<file path="config.mk">
export PLATFORM = sky130hd
export DESIGN_NAME = countdown_timer
export DESIGN_NICKNAME = d
export VERILOG_FILES = /design/src/rtl/countdown_pkg.sv /design/src/rtl/countdown_timer.sv
export SDC_FILE = /design/constraint.sdc
export NUM_CORES = 1
export LEC_CHECK = 0
export ABC_CLOCK_PERIOD_IN_PS = 1500
export CORE_AREA = 8 8 45 47
export DETAILED_ROUTE_END_ITERATION = 8
export DIE_AREA = 0 0 53 55
export GPL_ROUTABILITY_DRIVEN = 0
export PLACE_DENSITY_LB_ADDON = 0.08
export REMOVE_ABC_BUFFERS = 1
export SKIP_LAST_GASP = 1
export SYNTH_ARGS = -nofsm -noshare
export SYNTH_HDL_FRONTEND = slang
export SYNTH_SLANG_ARGS = --single-unit
</file>
<file path="constraint.sdc">
create_clock -name clk -period 1.5 [get_ports clk]
set_input_delay 0.3 -clock clk [delete_from_list [all_inputs] [get_ports clk]]
set_output_delay 0.3 -clock clk [all_outputs]
set_load 0.03 [all_outputs]
</file>
<file path="src/rtl/countdown_pkg.sv">
// Shared types and defaults for the loadable countdown timer.
package countdown_pkg;

  typedef enum logic [1:0] {
    IDLE = 2'd0,
    RUN  = 2'd1,
    HOLD = 2'd2
  } cd_state_t;

  localparam int CD_WIDTH_DEFAULT = 4;

endpackage : countdown_pkg

</file>
<file path="src/rtl/countdown_timer.sv">
// Loadable down-counting timer with pause and a one-cycle done pulse on expiry.
// Optional periodic mode: define COUNTDOWN_AUTO_RELOAD_EN to reload from the last loaded value.
module countdown_timer
  import countdown_pkg::*;
#(
  parameter int WIDTH = CD_WIDTH_DEFAULT
) (
  input  logic             clk,
  input  logic             reset_n,
  input  logic             load,
  input  logic [WIDTH-1:0] load_data,
  input  logic             start,
  input  logic             pause,
  output logic [WIDTH-1:0] count,
  output logic             busy,
  output logic             done
);

  localparam logic [WIDTH-1:0] ONE = WIDTH'(1);

  // Handshake: none; load/start/pause are level inputs sampled on every rising edge,
  // and done is a registered single-cycle strobe with no acknowledge.

  cd_state_t        state, state_nxt;
  logic [WIDTH-1:0] count_nxt;
  logic             done_nxt;

`ifdef COUNTDOWN_AUTO_RELOAD_EN
  logic [WIDTH-1:0] reload, reload_nxt;

  always_ff @(posedge clk or negedge reset_n) begin
    if (!reset_n) reload <= '0;
    else          reload <= reload_nxt;
  end
`endif

  always_ff @(posedge clk or negedge reset_n) begin
    if (!reset_n) begin
      state <= IDLE;
      count <= '0;
      done  <= 1'b0;
    end else begin
      state <= state_nxt;
      count <= count_nxt;
      done  <= done_nxt;
    end
  end

  always_comb begin
    state_nxt = state;
    count_nxt = count;
    done_nxt  = 1'b0;
`ifdef COUNTDOWN_AUTO_RELOAD_EN
    reload_nxt = reload;
`endif
    if (load) begin
      // Load aborts any countdown silently and parks in IDLE.
      count_nxt = load_data;
      state_nxt = IDLE;
`ifdef COUNTDOWN_AUTO_RELOAD_EN
      reload_nxt = load_data;
`endif
    end else begin
      case (state)
        IDLE: begin
          if (start && (count != '0)) state_nxt = RUN;
        end
        RUN: begin
          if (pause) begin
            state_nxt = HOLD;
          end else if (count > ONE) begin
            count_nxt = count - ONE;
          end else if (count == ONE) begin
            done_nxt = 1'b1;
`ifdef COUNTDOWN_AUTO_RELOAD_EN
            count_nxt = reload;
`else
            count_nxt = '0;
            state_nxt = IDLE;
`endif
          end
        end
        HOLD: begin
          if (!pause) state_nxt = RUN;
        end
        default: state_nxt = IDLE;
      endcase
    end
  end

  assign busy = (state != IDLE);

endmodule : countdown_timer

</file>
==> Flow_metrics.wiki <==
{| class="wikitable"
! Metric !! Value
|-
| Number of remaining DRC errors || 0
|-
| Gate power share || approximately 41%
|-
| Starting density of the core || 31.0%
|-
| Run status || finished, violations left
|-
| Final-layout setup total negative slack || -83.6 ps
|-
| Adder-Cell Fraction of Synth Area || 8.75%
|-
| Drt first pass iters || 3
|-
| Highest layer used for signal routing || met4
|-
| Initial antenna violation count || 0
|-
| Critical path class || reg -> reg
|-
| Clock tree from TritonCTS || done
|-
| Post-route clock skew || approximately 9 ps
|-
| Logic depth of the worst setup path including buffers || 4
|-
| Grt ovf || 0
|-
| Count of final setup violators || 2
|-
| Maximum VDD drop || 0.000469 V
|-
| Setup slack after layout || -51.7 ps
|-
| Final critical-path required period || 1550 ps
|-
| Leakage dissipation || 0.395 nW
|-
| Maximum number of pins on one net before global-route repair || 8
|-
| Post-route clock period utilization || 103%
|-
| Number of instances in the synthesized netlist || 47
|-
| Layout Cells excl Fill || 102
|-
| Slew at the pin with the worst max-slew slack || 362 ps
|-
| Failing checks || negative setup slack
|-
| Placed wire-length estimate after detailed placement || 969 um
|-
| Portion of total power attributed to the clock network || 26.4%
|-
| Arrival time at the worst endpoint || 1690 ps
|-
| Routed via count divided by cell count || 4.59
|-
| Floorplan die area || roughly 0.0029 mm2
|-
| Register area share after synthesis || 40.8%
|-
| Wire length of the first global-routing pass || 2.26 mm
|-
| Wire length on met3 || 88 um
|-
| Total number of vias || approximately 470
|-
| Internal portion of total power || 0.465 mW
|-
| Placeable core area || roughly 0.0014 mm2
|-
| Highest achievable clock rate || 0.644 GHz
|-
| Synthesized-area fraction occupied by ao, oa, aoi and oai cells || 20.4%
|-
| Number of nets still failing antenna checks after routing || 0
|-
| Summed instance area of the synthesized netlist || 429 um2
|-
| Total CTS buffers || 3
|-
| Mapped Avg Cell Area || 9.13 um2
|-
| Kind of cell adding the most delay to the critical path || simple AND/OR/NAND/NOR gates
|-
| Chip Height || about 55 um
|-
| Worst r2r src || state[1]
|-
| Number of hold-slack violations in the final timing report || 0
|-
| Layout cell share with drive strength beyond 1 || 47.7%
|-
| Sw Ratio || 33.3%
|-
| PD cells || 845 mW/mm2
|-
| Placement-stage worst setup slack || -421 ps
|-
| Final WL || 1.36 mm
|-
| Flip-flop and latch count after synthesis || 7
|-
| Class of the tightest hold or removal check || in -> async
|-
| CTS Sinks || 7
|-
| FP Rows || 14
|-
| Mux share of post-synthesis cell area || 0%
|-
| Per-cell routed wire length || about 13 um
|-
| Main combinational cell family by area after synthesis || simple AND/OR/NAND/NOR gates
|-
| Depth of the most critical reg-to-reg path || 4
|-
| Max-Slew Margin vs Limit || 75.8%
|-
| Net total in the final layout || 99
|-
| Simple-gate share of the synthesized area || 21.6%
|-
| Final cell area excluding filler cells || 825 um2
|-
| DIE WIDTH || 53 um
|-
| CTS HTree Levels || 1
|-
| Maximum clock path buffer count || 2
|-
| Startpoint class of the critical path || flop
|-
| Hold_ws || about 310 ps
|-
| Type of element capturing the critical path || flop
|-
| Area grow syn2layout || 92.1%
|-
| First-iteration detailed-routing DRC count || 8
|-
| Cell Chain, Critical Path || or3b_4 -> or4_4 -> a22oi_2 -> o31ai_2
|-
| Clock-pin slew reported for the worst setup and hold paths after clock tree synthesis || 60 ps
|-
| Unrepaired setup endpoints after global routing || yes
|-
| Buffers and inverters on the worst path || 0
|-
| Filler Cells Inserted || between 100 and 150
|-
| Seq pwr share || roughly 32%
|-
| Cell Area, Placed || 716 um2
|-
| R2R setup slack || -50 ps
|-
| RR Endpoint || count[3]
|-
| CP Max Fanout || 3
|-
| Delay of the slowest cell on the worst path || 430 ps
|-
| Later-pin clock latency in the skew report || 260 ps
|-
| Number of warnings reported in the yosys synthesis log || 0
|-
| Ant. Diodes || 0
|-
| Number of max-slew violations in the final report || 0
|-
| Input/output buffers || 14
|-
| Number of ports placed on the die boundary || 15
|-
| Synth cell types || 23
|-
| Number of global-route vias before repair || 497
|-
| Max cap viols || 0
|-
| Cell chosen for the clock root || sky130_fd_sc_hd__clkbuf_4
|-
| Master of the slowest instance on the critical path || sky130_fd_sc_hd__or4_4
|-
| Worst endpoint required time || roughly 1600 ps
|-
| Met2 layer wire length in the routed design || around 670 um
|-
| Net Switching || 0.232 mW
|-
| Metal-1 WL || 592 um
|-
| Synth Area in XOR/XNOR || 2.04%
|-
| Overall fraction of global-route tracks in use || 10.8%
|-
| Cell count after placement || 93
|}
==> cells by family (layout without fill, tap and decap cells) <==
family	count (synthesis)	in the layout
AND/OR/NAND/NOR	17	17
AO/OA/AOI/OAI	12	12
flip-flops	7	7
buffers and inverters	7	46
adder cells (fa/ha/maj)	3	3
XOR/XNOR	1	1
==> power groups by stage <==
stage          clock [mW]  sequential [mW]  combinational (mW)
5_1_grt             0.201            0.227               0.316
6_report            0.184            0.225               0.288
3_5_place_dp            0            0.225               0.246
3_3_place_gp            0            0.225               0.246
4_1_cts             0.183            0.224               0.278
2_1_floorplan           0            0.249              0.0797
==> layout make-up <==
| class | count | area (um2) | share of cell area (%) |
|---|---|---|---|
| Sequential cell | 7 | 176 | 21.4 |
| Inverter | 5 | 18.8 | 2.28 |
| Clock buffer | 4 | 26.3 | 3.19 |
| Multi-Input combinational cell | 33 | 278 | 33.7 |
| Tap cell | 16 | 20.0 | 2.43 |
| Timing Repair Buffer | 37 | 305 | 37.0 |
==> worst max path at each step <==
| stage | start | endpoint | slack, ps |
|---|---|---|---|
| after global routing | state[0] | count[1] | -80 |
| after detailed placement | pause | count[3] | -420 |
| final | state[1] | count[3] | -50 |
| after global placement | pause | count[3] | -400 |
| after CTS | state[1] | busy | -90 |
| after floorplan | count[0] | count[0] | -200 |
==> cell usage in the layout (no fill, tap or decap), types with 2 or more instances in the layout <==
cell type                         netlist  final
sky130_fd_sc_hd__buf_4                  0     22
sky130_fd_sc_hd__clkdlybuf4s50_1        0      7
sky130_fd_sc_hd__dfrtp_1                7      6
sky130_fd_sc_hd__nor2_1                 5      5
sky130_fd_sc_hd__dlygate4sd2_1          0      5
sky130_fd_sc_hd__inv_1                  5      3
sky130_fd_sc_hd__nand2_1                3      3
sky130_fd_sc_hd__clkbuf_4               0      3
sky130_fd_sc_hd__inv_2                  0      2
sky130_fd_sc_hd__nor3_1                 2      2
sky130_fd_sc_hd__a21o_1                 2      2
sky130_fd_sc_hd__o31ai_2                0      2
sky130_fd_sc_hd__nor3b_1                2      2
sky130_fd_sc_hd__o21ai_0                2      2
sky130_fd_sc_hd__ha_4                   0      2
==> sequential cells by signal (all words and copies together) (netlist names) <==
register,count
done,1
state,2
count,4
==> stage by stage <==
| stage | utilization, % | total power, mW |
|---|---|---|
| global route | 59.6 | 0.744 |
| global placement | 51.7 | 0.471 |
| finish | 59.6 | 0.697 |
| CTS | 58.5 | 0.684 |
| floorplan | - | 0.329 |
| detailed placement | 51.7 | 0.471 |
==> synthesized netlist by cell type <==
library cell               number  area, um2
sky130_fd_sc_hd__dfrtp_1        7        175
sky130_fd_sc_hd__inv_1          5       18.8
sky130_fd_sc_hd__nor2_1         5       18.8
sky130_fd_sc_hd__ha_1           3       37.5
sky130_fd_sc_hd__nand2_1        3       11.3
sky130_fd_sc_hd__a21o_1         2       15.0
sky130_fd_sc_hd__a21oi_1        2       10.0
sky130_fd_sc_hd__nor3_1         2       10.0
sky130_fd_sc_hd__nor3b_1        2       15.0
sky130_fd_sc_hd__o21ai_0        2       10.0
sky130_fd_sc_hd__o31ai_1        2       15.0
sky130_fd_sc_hd__a221o_1        1       10.0
sky130_fd_sc_hd__a22oi_2        1       12.5
sky130_fd_sc_hd__a31oi_1        1       6.26
sky130_fd_sc_hd__a32oi_1        1       8.76
sky130_fd_sc_hd__clkbuf_1       1       3.75
sky130_fd_sc_hd__clkbuf_2       1       5.00
sky130_fd_sc_hd__nand3_1        1       5.00
sky130_fd_sc_hd__nor2b_1        1       6.26
sky130_fd_sc_hd__or2_2          1       6.26
sky130_fd_sc_hd__or3b_1         1       8.76
sky130_fd_sc_hd__or4_4          1       11.3
sky130_fd_sc_hd__xnor2_1        1       8.76
==> metal layers <==
| layer | global-route usage, % | vias up |
|---|---|---|
| li1 | - | 241 |
| met1 | 12.1 | 215 |
| met2 | 17.4 | 10 |
| met3 | 4.81 | 2 |
| met4 | 5.17 | 0 |
| met5 | 0 | - |
==> what timing repair did <==
| item | in CTS | in global routing |
|---|---|---|
| hold buffers | 0 | 0 |
| pin swaps | 7 | 3 |
| hold endpoints to repair | 0 | 0 |
| gates resized for setup | 17 | 8 |
| buffers inserted | 6 | 0 |
| endpoints found under the setup margin | 10 | 6 |
(Power assumes the default switching activity.)
